--- src/rtl/packet_switch_sdc_fifo_pkg.sv ---
// Shared constants and elaboration helpers for the classification-result FIFO.
package packet_switch_sdc_fifo_pkg;

  localparam int SDC_FIFO_DEF_DWD       = 32;
  localparam int SDC_FIFO_DEF_NUM_WORDS = 16;
  localparam int SDC_FIFO_MIN_WORDS     = 4;

  // True when n is a non-zero power of two; pointer wrap relies on this.
  function automatic bit is_pow2(input int n);
    return (n > 0) && ((n & (n - 1)) == 0);
  endfunction

endpackage

--- src/rtl/packet_switch_sdc_fifo_ram.sv ---
// Simple dual-port storage: registered write, asynchronous read for show-ahead output.
module packet_switch_sdc_fifo_ram #(
  parameter int    DWD            = 32,
  parameter int    NUM_WORDS      = 16,
  parameter string RAM_BLOCK_TYPE = "MLAB",
  localparam int   AW             = $clog2(NUM_WORDS)
) (
  input  logic           clk,
  input  logic           we,
  input  logic [AW-1:0]  waddr,
  input  logic [DWD-1:0] wdata,
  input  logic [AW-1:0]  raddr,
  output logic [DWD-1:0] rdata
);

  // Contents are intentionally not reset; only the pointers define validity.
  (* ramstyle = RAM_BLOCK_TYPE *) logic [DWD-1:0] mem [0:NUM_WORDS-1];

  // Write port: store one word per accepted write.
  always_ff @(posedge clk) begin
    if (we) begin
      mem[waddr] <= wdata;
    end
  end

  assign rdata = mem[raddr];

endmodule

--- src/rtl/packet_switch_sdc_fifo.sv ---
// Show-ahead single-clock FIFO buffering per-packet classification results
// (tuple map + header ID) between the parse/classify and lookup stages.
module packet_switch_sdc_fifo
  import packet_switch_sdc_fifo_pkg::*;
#(
  parameter int    DWD            = SDC_FIFO_DEF_DWD,
  parameter int    NUM_WORDS      = SDC_FIFO_DEF_NUM_WORDS,
  parameter string RAM_BLOCK_TYPE = "MLAB",
  localparam int   AW             = $clog2(NUM_WORDS)
) (
  input  logic           clk,
  input  logic           rst,
  input  logic [DWD-1:0] din,
  input  logic           wrreq,
  input  logic           rdreq,
  output logic [DWD-1:0] dout,
  output logic           rdempty,
  output logic           rdempty_lkahd,
  output logic           wrfull,
  output logic [AW-1:0]  wrusedw,
  output logic           overflow,
  output logic           underflow
);

  localparam int PW = AW + 1;

  if (!is_pow2(NUM_WORDS) || (NUM_WORDS < SDC_FIFO_MIN_WORDS)) begin : g_bad_depth
    $error("packet_switch_sdc_fifo: NUM_WORDS must be a power of two and at least 4");
  end

  logic [PW-1:0] wr_ptr;
  logic [PW-1:0] rd_ptr;
  logic [PW-1:0] count;
  logic [PW-1:0] count_nxt;
  logic [AW-1:0] usedw_nxt;
  logic          wr_ok;
  logic          rd_ok;

  // Pointers wrap modulo NUM_WORDS through their low bits; the top bit is spare.
  logic unused_ptr_msb;
  assign unused_ptr_msb = wr_ptr[AW] ^ rd_ptr[AW];

  // Acceptance is judged against the registered flags, so a write while full
  // is dropped even when a pop happens in the same cycle.
  assign wr_ok = wrreq & ~wrfull;
  assign rd_ok = rdreq & ~rdempty;

  assign count_nxt = count + PW'(wr_ok) - PW'(rd_ok);

  // The port cannot represent NUM_WORDS, so a full FIFO reports all ones.
  assign usedw_nxt = (count_nxt == PW'(NUM_WORDS)) ? {AW{1'b1}} : count_nxt[AW-1:0];

  // Empty next cycle unless a write arrives now.
  assign rdempty_lkahd = ((count == PW'(0)) & ~wrreq) |
                         ((count == PW'(1)) & rd_ok & ~wrreq);

  packet_switch_sdc_fifo_ram #(
    .DWD            (DWD),
    .NUM_WORDS      (NUM_WORDS),
    .RAM_BLOCK_TYPE (RAM_BLOCK_TYPE)
  ) u_ram (
    .clk   (clk),
    .we    (wr_ok),
    .waddr (wr_ptr[AW-1:0]),
    .wdata (din),
    .raddr (rd_ptr[AW-1:0]),
    .rdata (dout)
  );

  // Pointer, occupancy, status-flag and error-pulse registers.
  always_ff @(posedge clk) begin
    if (rst) begin
      wr_ptr    <= '0;
      rd_ptr    <= '0;
      count     <= '0;
      rdempty   <= 1'b1;
      wrfull    <= 1'b0;
      wrusedw   <= '0;
      overflow  <= 1'b0;
      underflow <= 1'b0;
    end else begin
      if (wr_ok) begin
        wr_ptr <= wr_ptr + PW'(1);
      end
      if (rd_ok) begin
        rd_ptr <= rd_ptr + PW'(1);
      end
      count     <= count_nxt;
      rdempty   <= (count_nxt == PW'(0));
      wrfull    <= (count_nxt == PW'(NUM_WORDS));
      wrusedw   <= usedw_nxt;
      overflow  <= wrreq & wrfull;
      underflow <= rdreq & rdempty;
    end
  end

endmodule

--- config.mk ---
export PLATFORM = sky130hd
export DESIGN_NAME = packet_switch_sdc_fifo
export DESIGN_NICKNAME = d
export VERILOG_FILES = /design/src/rtl/packet_switch_sdc_fifo_pkg.sv /design/src/rtl/packet_switch_sdc_fifo_ram.sv /design/src/rtl/packet_switch_sdc_fifo.sv
export SDC_FILE = /design/constraint.sdc
export NUM_CORES = 1
export LEC_CHECK = 0
export CAP_MARGIN = 20
export CELL_PAD_IN_SITES_DETAIL_PLACEMENT = 0
export CELL_PAD_IN_SITES_GLOBAL_PLACEMENT = 1
export CORE_MARGIN = 5
export CORE_UTILIZATION = 63
export CTS_BUF_LIST = sky130_fd_sc_hd__clkbuf_4
export DETAILED_ROUTE_END_ITERATION = 6
export DONT_BUFFER_PORTS = 1
export MAX_ROUTING_LAYER = met4
export PLACE_DENSITY = 0.95
export SLEW_MARGIN = 20
export SYNTH_ARGS = -nofsm -noshare
export SYNTH_HDL_FRONTEND = slang
export SYNTH_HIERARCHICAL = 1
export SYNTH_SLANG_ARGS = --single-unit
--- constraint.sdc ---
create_clock -name clk -period 10.4 [get_ports clk]
set_input_delay 3.12 -clock clk [delete_from_list [all_inputs] [get_ports clk]]
set_output_delay 3.12 -clock clk [all_outputs]
set_load 0.005 [all_outputs]
==> run metrics <==
number of vias per cell 6.40; grt ovf 0; most frequent cells after synthesis 512 x edfxtp_1, 128 x mux4_2, 64 x a22oi_1, 37 x nand2_1, 29 x nor2_1; routed length per instance 27.4 um; Fin Clk Skew 0.0328 ns; post-synthesis cell type count 36; Yosys reg bits 533; post-detail-place hpwl 20800 um; Syn Area/Cell 22.3 sq um; Sw Pwr 1140 uW; Tcrit/Tclk final 68.6%; post-CTS setup buffers 0; number of buffers created by CTS 130; Synth async-reset ratio 0%; Area Growth Syn to Fin 11.3%; critical-path cell list or4b_2 -> a21oi_1; critical path class in -> out; main area contributors after synthesis edfxtp_1 76%, mux4_2 14%, a22oi_1 2.4%; Post-synth EDFFs 512; Worst R2R End u_ram/mem[3][9]$_DFFE_PP_; final hold vios 0; Worst Path Required 7.28 ns; Bufs and invs on worst path 0; Pleak 0.00709 uW; PortBufs 0; DR vias 9683; die height 189 um; Peak VDD IR 0.000120 V; crit path capture type primary output; share of cells above drive strength 1 34.7%; die footprint 35600 sq um; antenna-violating nets left 0; worst slew pin tran 1.02 ns; delay-heaviest family, CP simple AND/OR/NAND/NOR gates; Slowest cell on crit path or4b_2; Clock power frac 34.9%; count leader, synth edfxtp_1; post-CTS sizing 0; Rel. slew slack 32.1%; Design Power 4790 uW; r2r worst-path depth 4; Core Rows 65; Ports 77; Reg power frac 52.3%; main flop type after synthesis edfxtp_1; Period minus WS final 7.13 ns; initial core utilization 63.8%; Net Count, Synth 947; setup TNS 0 ns; Core Util, Final 71.0%; htree depth 4; gr usage total 24.8%; combinational fraction of design power 12.8%; final WL 41400 um; Netlist Area Pre-Place 20100 sq um; RePlAce Congestion 0.717; max-slew violation count 0; P_int 3650 uW; final worst setup slack 3.27 ns; clk sinks 533; TritonRoute pass-1 iters 5; sequential share of the synthesized area 78.5%; largest net degree at the start of global routing 80; fmax 140 MHz; first-pass GRT wire length 62300 um; RR Startpoint wrfull$_SDFF_PP0_; sw frac 23.8%; worst slack at placement 3.30 ns; Filler cells 1798; DRC 0; PwrDens 214 nW/um^2; internal reg-to-reg setup slack 7.42 ns; TritonCTS clock tree done; # hold bufs at CTS 0; core area 31600 sq um; Hold Path End underflow$_SDFF_PP0_; Initial DRC Count 986; max cap viols 0; Hold Startpoint rdempty$_SDFF_PP1_; slowest stage delay, CP 0.67 ns; Yosys Warn Count 6; initial antenna violation count 1; post-synth top area share 76.4%; die width 189 um; RSZ-0062 raised after global routing false; clock root buffer clkbuf_4; Yosys top cell by area edfxtp_1; clk buf depth 3; hold path cells 2; Final setup viols 0; vias in the first global route 10300; crit path DAT 4.01 ns; Mapped Cells 903; worst-path fanout max 3; CP Launch Type input pin; Worst Hold Class reg -> reg; # nets final 1056; Reg clk slew, reported paths 0.06 ns; clk_lat worst skew 0.81 ns; run status completed
[worst max-delay path by stage]
stage / start / endpoint / cells past startpoint
after global placement: wrreq / rdempty_lkahd / 2
final: wrreq / rdempty_lkahd / 2
after detailed placement: wrreq / rdempty_lkahd / 2
after CTS: wrreq / rdempty_lkahd / 2
after global routing: wrreq / rdempty_lkahd / 2
after floorplan: wrreq / rdempty_lkahd / 2
[layout by cell type (no fill, tap or decap), drive strengths merged, types with 2 or more instances in the layout]
master	instances
a21oi	5
dfxtp	21
bufinv	2
nor2b	4
nand2b	4
mux2i	2
inv	16
nand4	2
and2	2
ha	7
xor2	5
o21ai	2
nand3	2
nor2	29
mux4	128
edfxtp	512
nand3b	3
a22oi	64
nor3	5
and3	2
buf	24
nand2	37
xnor2	4
clkbuf	193
clkinv	24
[metrics by stage]
stage                     cells  area [sq um]  hold WS, ns
after global routing       1512         22400        0.488
final                      1512         22400        0.455
after floorplan             903         20100        0.439
after CTS                  1508         22300        0.448
after global placement     1279         20700        0.452
after detailed placement   1279         20700        0.464
[kinds of logic after synthesis]
kind of cell	after synthesis	share of synthesized area (%)
mux	130	14.4
xor+xnor	9	0.392
fa+ha+maj	8	0.534
buf+inv	54	1.32
compound gates	75	2.72
flops	533	78.5
simple gates	94	2.16
[power groups by stage]
stage	combinational [uW]	clock [uW]	sequential, uW
after floorplan	520	0	2510
after global placement	584	0	2560
after detailed placement	602	0	2570
after CTS	606	1710	2520
after global routing	671	1850	2510
final	614	1670	2500
[per-layer routing]
layer	part of all wire [%]	global-route usage, %	wire length [um]
met4	2.0	8.83	826
met5	0	-	0
met2	51	39.2	21200
met1	36	31.4	14700
met3	11	7.17	4610
[cell type report]
| type | count | area (sq um) | share of cell area, % |
|---|---|---|---|
| clock inverter | 36 | 194 | 0.866 |
| timing repair buffer | 24 | 225 | 1.01 |
| antenna | 1 | 2.50 | 0.0112 |
| multi-input combinational | 316 | 4200 | 18.8 |
| inverter | 7 | 26.3 | 0.117 |
| tap | 402 | 503 | 2.24 |
| sequential | 533 | 15800 | 70.5 |
| clock buffer | 193 | 1450 | 6.47 |
[registers in the layout (all words and copies together), names as in the netlist]
register   count
overflow       1
u_ram/mem    512
wrusedw        4
count          5
wr_ptr         4
rd_ptr         4
underflow      1
rdempty        1
wrfull         1
No activity file was read; power rests on OpenSTA's default activity.
